File: src/rtl/packet_scheduler.sv
// HDMI data-island packet scheduler: audio > ACR > AVI > SPD > null, with InfoFrame anti-starvation.
// Optional SPD InfoFrame support is enabled by defining HDMI_SPD_INFOFRAME_EN.
module packet_scheduler #(
    parameter int STARVE_LIMIT = 4
) (
    input  logic         clk_pixel,
    input  logic         reset_n,
    input  logic         frame_start,
    input  logic         packet_slot,
    input  logic         aud_req,
    input  logic         acr_req,
    output logic         aud_ack,
    output logic         acr_ack,
    input  logic [23:0]  aud_header,
    input  logic [223:0] aud_sub,
    input  logic [23:0]  acr_header,
    input  logic [223:0] acr_sub,
    input  logic [23:0]  avi_header,
    input  logic [223:0] avi_sub,
`ifdef HDMI_SPD_INFOFRAME_EN
    input  logic [23:0]  spd_header,
    input  logic [223:0] spd_sub,
`endif
    output logic [23:0]  header,
    output logic [223:0] sub,
    output logic [7:0]   packet_type,
    output logic         packet_valid,
    output logic [7:0]   miss_count
);

    localparam int SW = $clog2(STARVE_LIMIT + 1);
    localparam logic [SW-1:0] LIMIT = SW'(STARVE_LIMIT);

    typedef enum logic {IDLE, GRANT} state_t;
    typedef enum logic [2:0] {
        SEL_NULL, SEL_AUD, SEL_ACR, SEL_AVI, SEL_SPD
    } sel_t;

    state_t         state_q, state_d;
    sel_t           sel_q, sel_d;
    logic [23:0]    header_q, header_d;
    logic [223:0]   sub_q, sub_d;
    logic [SW-1:0]  starve_q, starve_d;
    logic           avi_due_q, avi_due_d;
    logic           spd_due_q, spd_due_d;
    logic [7:0]     miss_q, miss_d;
    logic           avi_miss, spd_miss;

    // Arbitration choice for the current slot, from state left by the previous grant
    always_comb begin
        sel_d = SEL_NULL;
        if ((starve_q >= LIMIT) && (avi_due_q || spd_due_q))
            sel_d = avi_due_q ? SEL_AVI : SEL_SPD;
        else if (aud_req)
            sel_d = SEL_AUD;
        else if (acr_req)
            sel_d = SEL_ACR;
        else if (avi_due_q)
            sel_d = SEL_AVI;
        else if (spd_due_q)
            sel_d = SEL_SPD;
    end

    always_comb begin
        state_d   = packet_slot ? GRANT : IDLE;
        header_d  = header_q;
        sub_d     = sub_q;
        starve_d  = starve_q;
        avi_due_d = avi_due_q;
        spd_due_d = spd_due_q;
        miss_d    = miss_q;

        if (packet_slot) begin
            unique case (sel_d)
                SEL_AUD: begin
                    header_d = aud_header;
                    sub_d    = aud_sub;
                end
                SEL_ACR: begin
                    header_d = acr_header;
                    sub_d    = acr_sub;
                end
                SEL_AVI: begin
                    header_d = avi_header;
                    sub_d    = avi_sub;
                end
`ifdef HDMI_SPD_INFOFRAME_EN
                SEL_SPD: begin
                    header_d = spd_header;
                    sub_d    = spd_sub;
                end
`endif
                default: begin
                    header_d = '0;
                    sub_d    = '0;
                end
            endcase

            if (sel_d == SEL_AUD || sel_d == SEL_ACR) begin
                if (starve_q != LIMIT)
                    starve_d = starve_q + 1'b1;
            end else begin
                starve_d = '0;
            end

            if (sel_d == SEL_AVI)
                avi_due_d = 1'b0;
            if (sel_d == SEL_SPD)
                spd_due_d = 1'b0;
        end

        // A flag being serviced in this very slot does not count as missed
        avi_miss = avi_due_q && !(packet_slot && sel_d == SEL_AVI);
        spd_miss = spd_due_q && !(packet_slot && sel_d == SEL_SPD);

        if (frame_start) begin
            if ((avi_miss || spd_miss) && miss_q != 8'hFF)
                miss_d = miss_q + 8'd1;
            avi_due_d = 1'b1;
`ifdef HDMI_SPD_INFOFRAME_EN
            spd_due_d = 1'b1;
`endif
        end

`ifndef HDMI_SPD_INFOFRAME_EN
        spd_due_d = 1'b0;
`endif
    end

    always_ff @(posedge clk_pixel or negedge reset_n) begin
        if (!reset_n) begin
            state_q   <= IDLE;
            sel_q     <= SEL_NULL;
            header_q  <= '0;
            sub_q     <= '0;
            starve_q  <= '0;
            avi_due_q <= 1'b0;
            spd_due_q <= 1'b0;
            miss_q    <= '0;
        end else begin
            state_q   <= state_d;
            sel_q     <= packet_slot ? sel_d : sel_q;
            header_q  <= header_d;
            sub_q     <= sub_d;
            starve_q  <= starve_d;
            avi_due_q <= avi_due_d;
            spd_due_q <= spd_due_d;
            miss_q    <= miss_d;
        end
    end

    assign header       = header_q;
    assign sub          = sub_q;
    assign packet_type  = header_q[7:0];
    assign packet_valid = (state_q == GRANT);
    assign aud_ack      = (state_q == GRANT) && (sel_q == SEL_AUD);
    assign acr_ack      = (state_q == GRANT) && (sel_q == SEL_ACR);
    assign miss_count   = miss_q;

endmodule

File: config.mk
export PLATFORM = sky130hd
export DESIGN_NAME = packet_scheduler
export DESIGN_NICKNAME = d
export VERILOG_FILES = /design/src/rtl/packet_scheduler.sv
export SDC_FILE = /design/constraint.sdc
export NUM_CORES = 1
export LEC_CHECK = 0
export ABC_AREA = 0
export CAP_MARGIN = 20
export CORE_AREA = 2 2 391 393
export DETAILED_ROUTE_END_ITERATION = 6
export DIE_AREA = 0 0 393 395
export HOLD_SLACK_MARGIN = 0.06
export PLACE_DENSITY = 0.39
export SLEW_MARGIN = 20
export SYNTH_ARGS = -nofsm -noshare
export SYNTH_HDL_FRONTEND = slang
export SYNTH_SLANG_ARGS = --single-unit
File: constraint.sdc
create_clock -name clk_pixel -period 1.42 [get_ports clk_pixel]
set_input_delay 0.213 -clock clk_pixel [delete_from_list [all_inputs] [get_ports clk_pixel]]
set_output_delay 0.213 -clock clk_pixel [all_outputs]
set_load 0.03 [all_outputs]
## After elaboration in Yosys (flattened, before gate mapping)

Cells that the tools add are included.

- Eq/ne operators: 8
- Mux-type cells: 13
- $lt $le $gt $ge: 1
- $add $sub $neg: 2
- Reductions and logical operators: 13

Operators by type and width:

| operator | number |
|---|---|
| 224-bit one-hot mux with 3 select lines | 1 |
| 24-bit one-hot mux with 3 select lines | 1 |
| 3-bit two-way mux | 5 |
| 3-bit by 2-bit == test with 1-bit output (second input constant) | 3 |
| 8-bit by 1-bit adder with 8-bit output (second input constant) | 1 |
| 8-bit != test (second input constant) | 1 |
| 3-bit by 1-bit == test with 1-bit output (second input constant) | 2 |
| 1-bit logical AND | 6 |
| 2-bit AND reduction | 3 |
| 1-bit two-way mux | 4 |
| 2-bit two-way mux | 2 |
| 2-bit nonzero test | 2 |
| 3-bit by 1-bit adder with 3-bit output (second input constant) | 1 |
| 3-bit >= comparator (second input constant) | 1 |
| 3-bit != test (second input constant) | 1 |
| 2-bit by 1-bit != test with 1-bit output (second input constant) | 1 |
| 1-bit logical NOT | 1 |
| 1-bit logical OR | 1 |

- Output and inout port bits: 267
- Register bits after elaboration: 264

## Logic depth before layout (Yosys ltp)

- Word-level depth: 10
- Depth in mapped cells: 8
- Depth with buffers taken out: 6

## Worst setup path before layout

OpenSTA, ideal clock, no wires.

- Path type: register to output
- Start point: register state_q (netlist: packet_valid)
- End point: output port acr_ack
- Stages on the path, launching flop included: 2
- Arrival: 1.565 ns
- Path slack: -0.358 ns
- Data required time: 1.207 ns
- Cell sequence: dfrtp_1 -> nor4b_1

- Cells in the longest elaborated chain, start to end: 1

RTL lines:

| item | line | RTL |
|---|---|---|
| from (decl) | 39 | `state_t state_q, state_d;` |
| from (signal assigned) | 141 | `state_q <= state_d;` |
| 1-bit logical AND | 157 | `assign acr_ack = (state_q == GRANT) && (sel_q == SEL_ACR);` |
| to (decl) | 13 | `output logic acr_ack,` |

Every way passes these cells.

## Worst setup path after layout

- Start point: register starve_q[2]
- End point: register sub_q[140] (netlist: sub[140])

- Cells in the longest elaborated chain, start to end: 5
- Elaborated cells between the ends (all ways): 7
- Those cells by class: order compare: 1; eq/ne: 3; mux: 2; reduce/logical: 1

RTL lines:

| item | line | RTL |
|---|---|---|
| from (decl) | 43 | `logic [SW-1:0] starve_q, starve_d;` |
| from (signal assigned) | 145 | `starve_q <= starve_d;` |
| 3-bit >= comparator * | 52 | `if ((starve_q >= LIMIT) && (avi_due_q \|\| spd_due_q))` |
| 1-bit logical AND * | 52 |  |
| 3-bit two-way mux * | 52 |  |
| 3-bit by 2-bit == test with 1-bit output or 3-bit by 1-bit == test with 1-bit output (tied branches) | 74 | `unique case (sel_d)` |
| 224-bit one-hot mux with 3 select lines * | 74 |  |
| to (signal assigned) | 144 | `sub_q <= sub_d;` |
| to (decl) | 42 | `logic [223:0] sub_q, sub_d;` |

Every way passes the cells marked *; elsewhere a longest branch is shown, timed or not.
A chain may end at the register's enable or synchronous reset.

==> out/results.ini <==
[logic_synthesis]
syn_avg_cell_area_sq_um = 12.5
synth_most_common_cell = dfrtp_1
synth_common_cells = dfrtp_1 (264), inv_1 (256), a2bb2oi_2 (220), o22ai_2 (220), a22oi_2 (200)
synth_cell_types = 40
yosysTopAreaCellShare = 0.353
syn_nets = 2252
synth_warnings = 0
synth_area_leaders = dfrtp_1 (35%), a2bb2oi_2 (18%), o22ai_2 (15%), a22oi_2 (13%), inv_1 (5.1%)
synth_edf_count = 0
ys_seq_area_frac = 0.353
synth_area_sq_um = 18700
synth_seq_cells = 264
synth_top_flop_cell = dfrtp_1
yosysTopAreaCell = dfrtp_1
syn_inst = 1499
async_flop_share = 1.00

[power]
peakVddDrop_uv = 720
power_density_nw_per_um2 = 1600
p_leak_nw = 15.4
power_mw = 63.0

[drt]
detail-route-antenna-nets = 0
viasPerCell = 3.73
dr_total_vias = 17800
drt_iter0_markers = 798
drcViolationCount = 0
drt_wl_total_mm = 124
first_pass_iters = 4
wl_per_cell_microns = 25.9

[grt]
grt_pass1_vias = 18800
grt_usage = 0.151
grt_pass1_wl_mm = 163
grt_max_degree = 71
globalRouteOverflowTotal = 0
antenna_found_initial = 16

[timing]
tightestPinTransition_ns = 0.511
holdWs_ns = 0.0899
setup_slack_ns = -0.275
timing.final.crit_share = 1.19
fin_crit_ns = 1.69
slew_headroom = 0.660
setup-violations-final = 282
slew_violations = 0
clock_skew_ns = 0.0166
rsz0062_at_grt = true
final_hold_viol_count = 0
fmax_mhz = 590

[worst_setup_path]
cp.required_ns = 1.87
crit_type = reg2reg
timing.rr.start = starve_q[2]
crit_fanout = 7
endpoint_kind = flip-flop
start_kind = flip-flop
critical_path.startpoint = starve_q[2]
cp.arrival_ns = 2.14

[clock_network]
cts_buffers = 38
cts_root_buf = clkbuf_16
clock_path_buffers = 3
clock_sinks = 264
htreeDepth = 2
clock_latency_ns = 0.58
clkTransAtPathRegs_ns = 0.06
tritoncts = done

[placement]
dpl.hpwl_mm = 94.5
gp_congestion = 0.810
dpl_cell_area_sq_um = 33600
numPortBuffers = 1016
dpl.cell_count = 4592

[die]
die_h_microns = 395
core-area_sq_um = 151000
fp.dieW_microns = 393
fp-row-count = 143
pin_count = 1017
start_util = 0.124
die_area_sq_um = 155000

[job]
maxCapViolCount = 0

[outcome]
status = finished with violations
violations = setup timing

[layout]
final_area_sq_um = 39400
areaGrowthSynthToFinish_pct = 111
stdcell_count = 4780
nNetsFinal = 3474
drive_gt1_frac = 0.521

[hold_path]
min_path_type = in2async

==> final timing paths <==
path	to	slack, ns	cells after the start
worst max-delay path	sub[140]	-0.27	7
worst min-delay path	sub[73]	0.09	2
worst max register to register	sub[140]	-0.27	7
worst min register to register	starve_q[0]	0.50	1
max in group asynchronous	avi_due_q	0.56	4
min in group clk_pixel	header[14]	0.29	3
==> worst max-delay path, stage by stage, from the launching register on <==
cell       delay, ns
dfrtp_1         0.39
o21bai_4        0.18
and2_4          0.22
buf_12          0.17
buf_16          0.18
buf_12          0.16
a2bb2oi_4       0.17
o22ai_2         0.08
==> kinds of logic (layout without fill, tap and decap cells) <==
group,count (synthesis),after routing,share of synthesized area
XOR/XNOR,3,3,0.00141
flip-flops,264,264,0.353
AND/OR/NAND/NOR,33,33,0.00971
buffers and inverters,432,1679,0.126
adder cells (fa/ha/maj),3,3,0.00201
AO/OA/AOI/OAI,761,761,0.506
other,0,4,0
multiplexers,3,3,0.00174
==> where the power goes <==
part / switching (mW) / total [mW] / internal (mW)
Clock: 4.02 / 9.73 / 5.72
Combinational: 19.2 / 41.3 / 22.1
Sequential: 2.26 / 12.0 / 9.70
==> layer usage <==
layer  track usage  vias to the layer above  wire (microns)
li1              -                     8213               -
met4        0.0296                        8            2430
met1         0.181                     8941           49800
met2         0.277                      561           65200
met3        0.0267                       93            6200
met5             0                        -              46
==> through the flow <==
stage	setup TNS [ns]	util	setup slack (ns)
global placement	-170.42	0.222	-0.813
CTS	-62.80	0.248	-0.377
global route	-67.62	0.260	-0.377
floorplan	-15.60	-	-0.0772
finish	-46.67	0.260	-0.275
detailed placement	-168.15	0.222	-0.817
==> what timing repair did <==
action	4_1_cts	5_1_grt
gates cloned	29	16
endpoints found under the hold margin	267	0
endpoints found under the setup margin	460	414
setup buffers	41	50
gates resized for setup	753	286
pin swaps	141	151
hold buffers	4	0
==> cells in the final DEF (no fill, tap or decap), drive strengths merged, types with 2 or more instances in the layout <==
cell type,instances
clkdlybuf4s50,745
buf,594
dfrtp,264
inv,257
o22ai,248
a22oi,248
a2bb2oi,248
clkbuf,68
clkinv,9
nand2,7
nand3,6
nor2,5
o21ai,5
a21oi,5
diode,4
xnor2,3
dlygate4sd3,3
ha,3
o31ai,2
and2,2
and3,2
nand4,2
and4,2
bufinv,2
nor2b,2
mux2,2
==> layout make-up <==
class	instances	area, sq um
Fill cell	15800	112000
Timing Repair Buffer	1358	16000
Multi-Input combinational cell	803	12000
Sequential cell	264	6670
Tap cell	2030	2540
Clock buffer	53	1090
Inverter	256	961
Clock inverter	12	140
Antenna cell	4	10.0
==> flip-flops by register name, summed over array words and instances, names as in the netlist <==
name,flops
avi_due_q,1
starve_q,3
sel_q,3
miss_count,8
header,24
packet_valid,1
sub,224
Note: power is estimated with default switching activity, not from simulation.
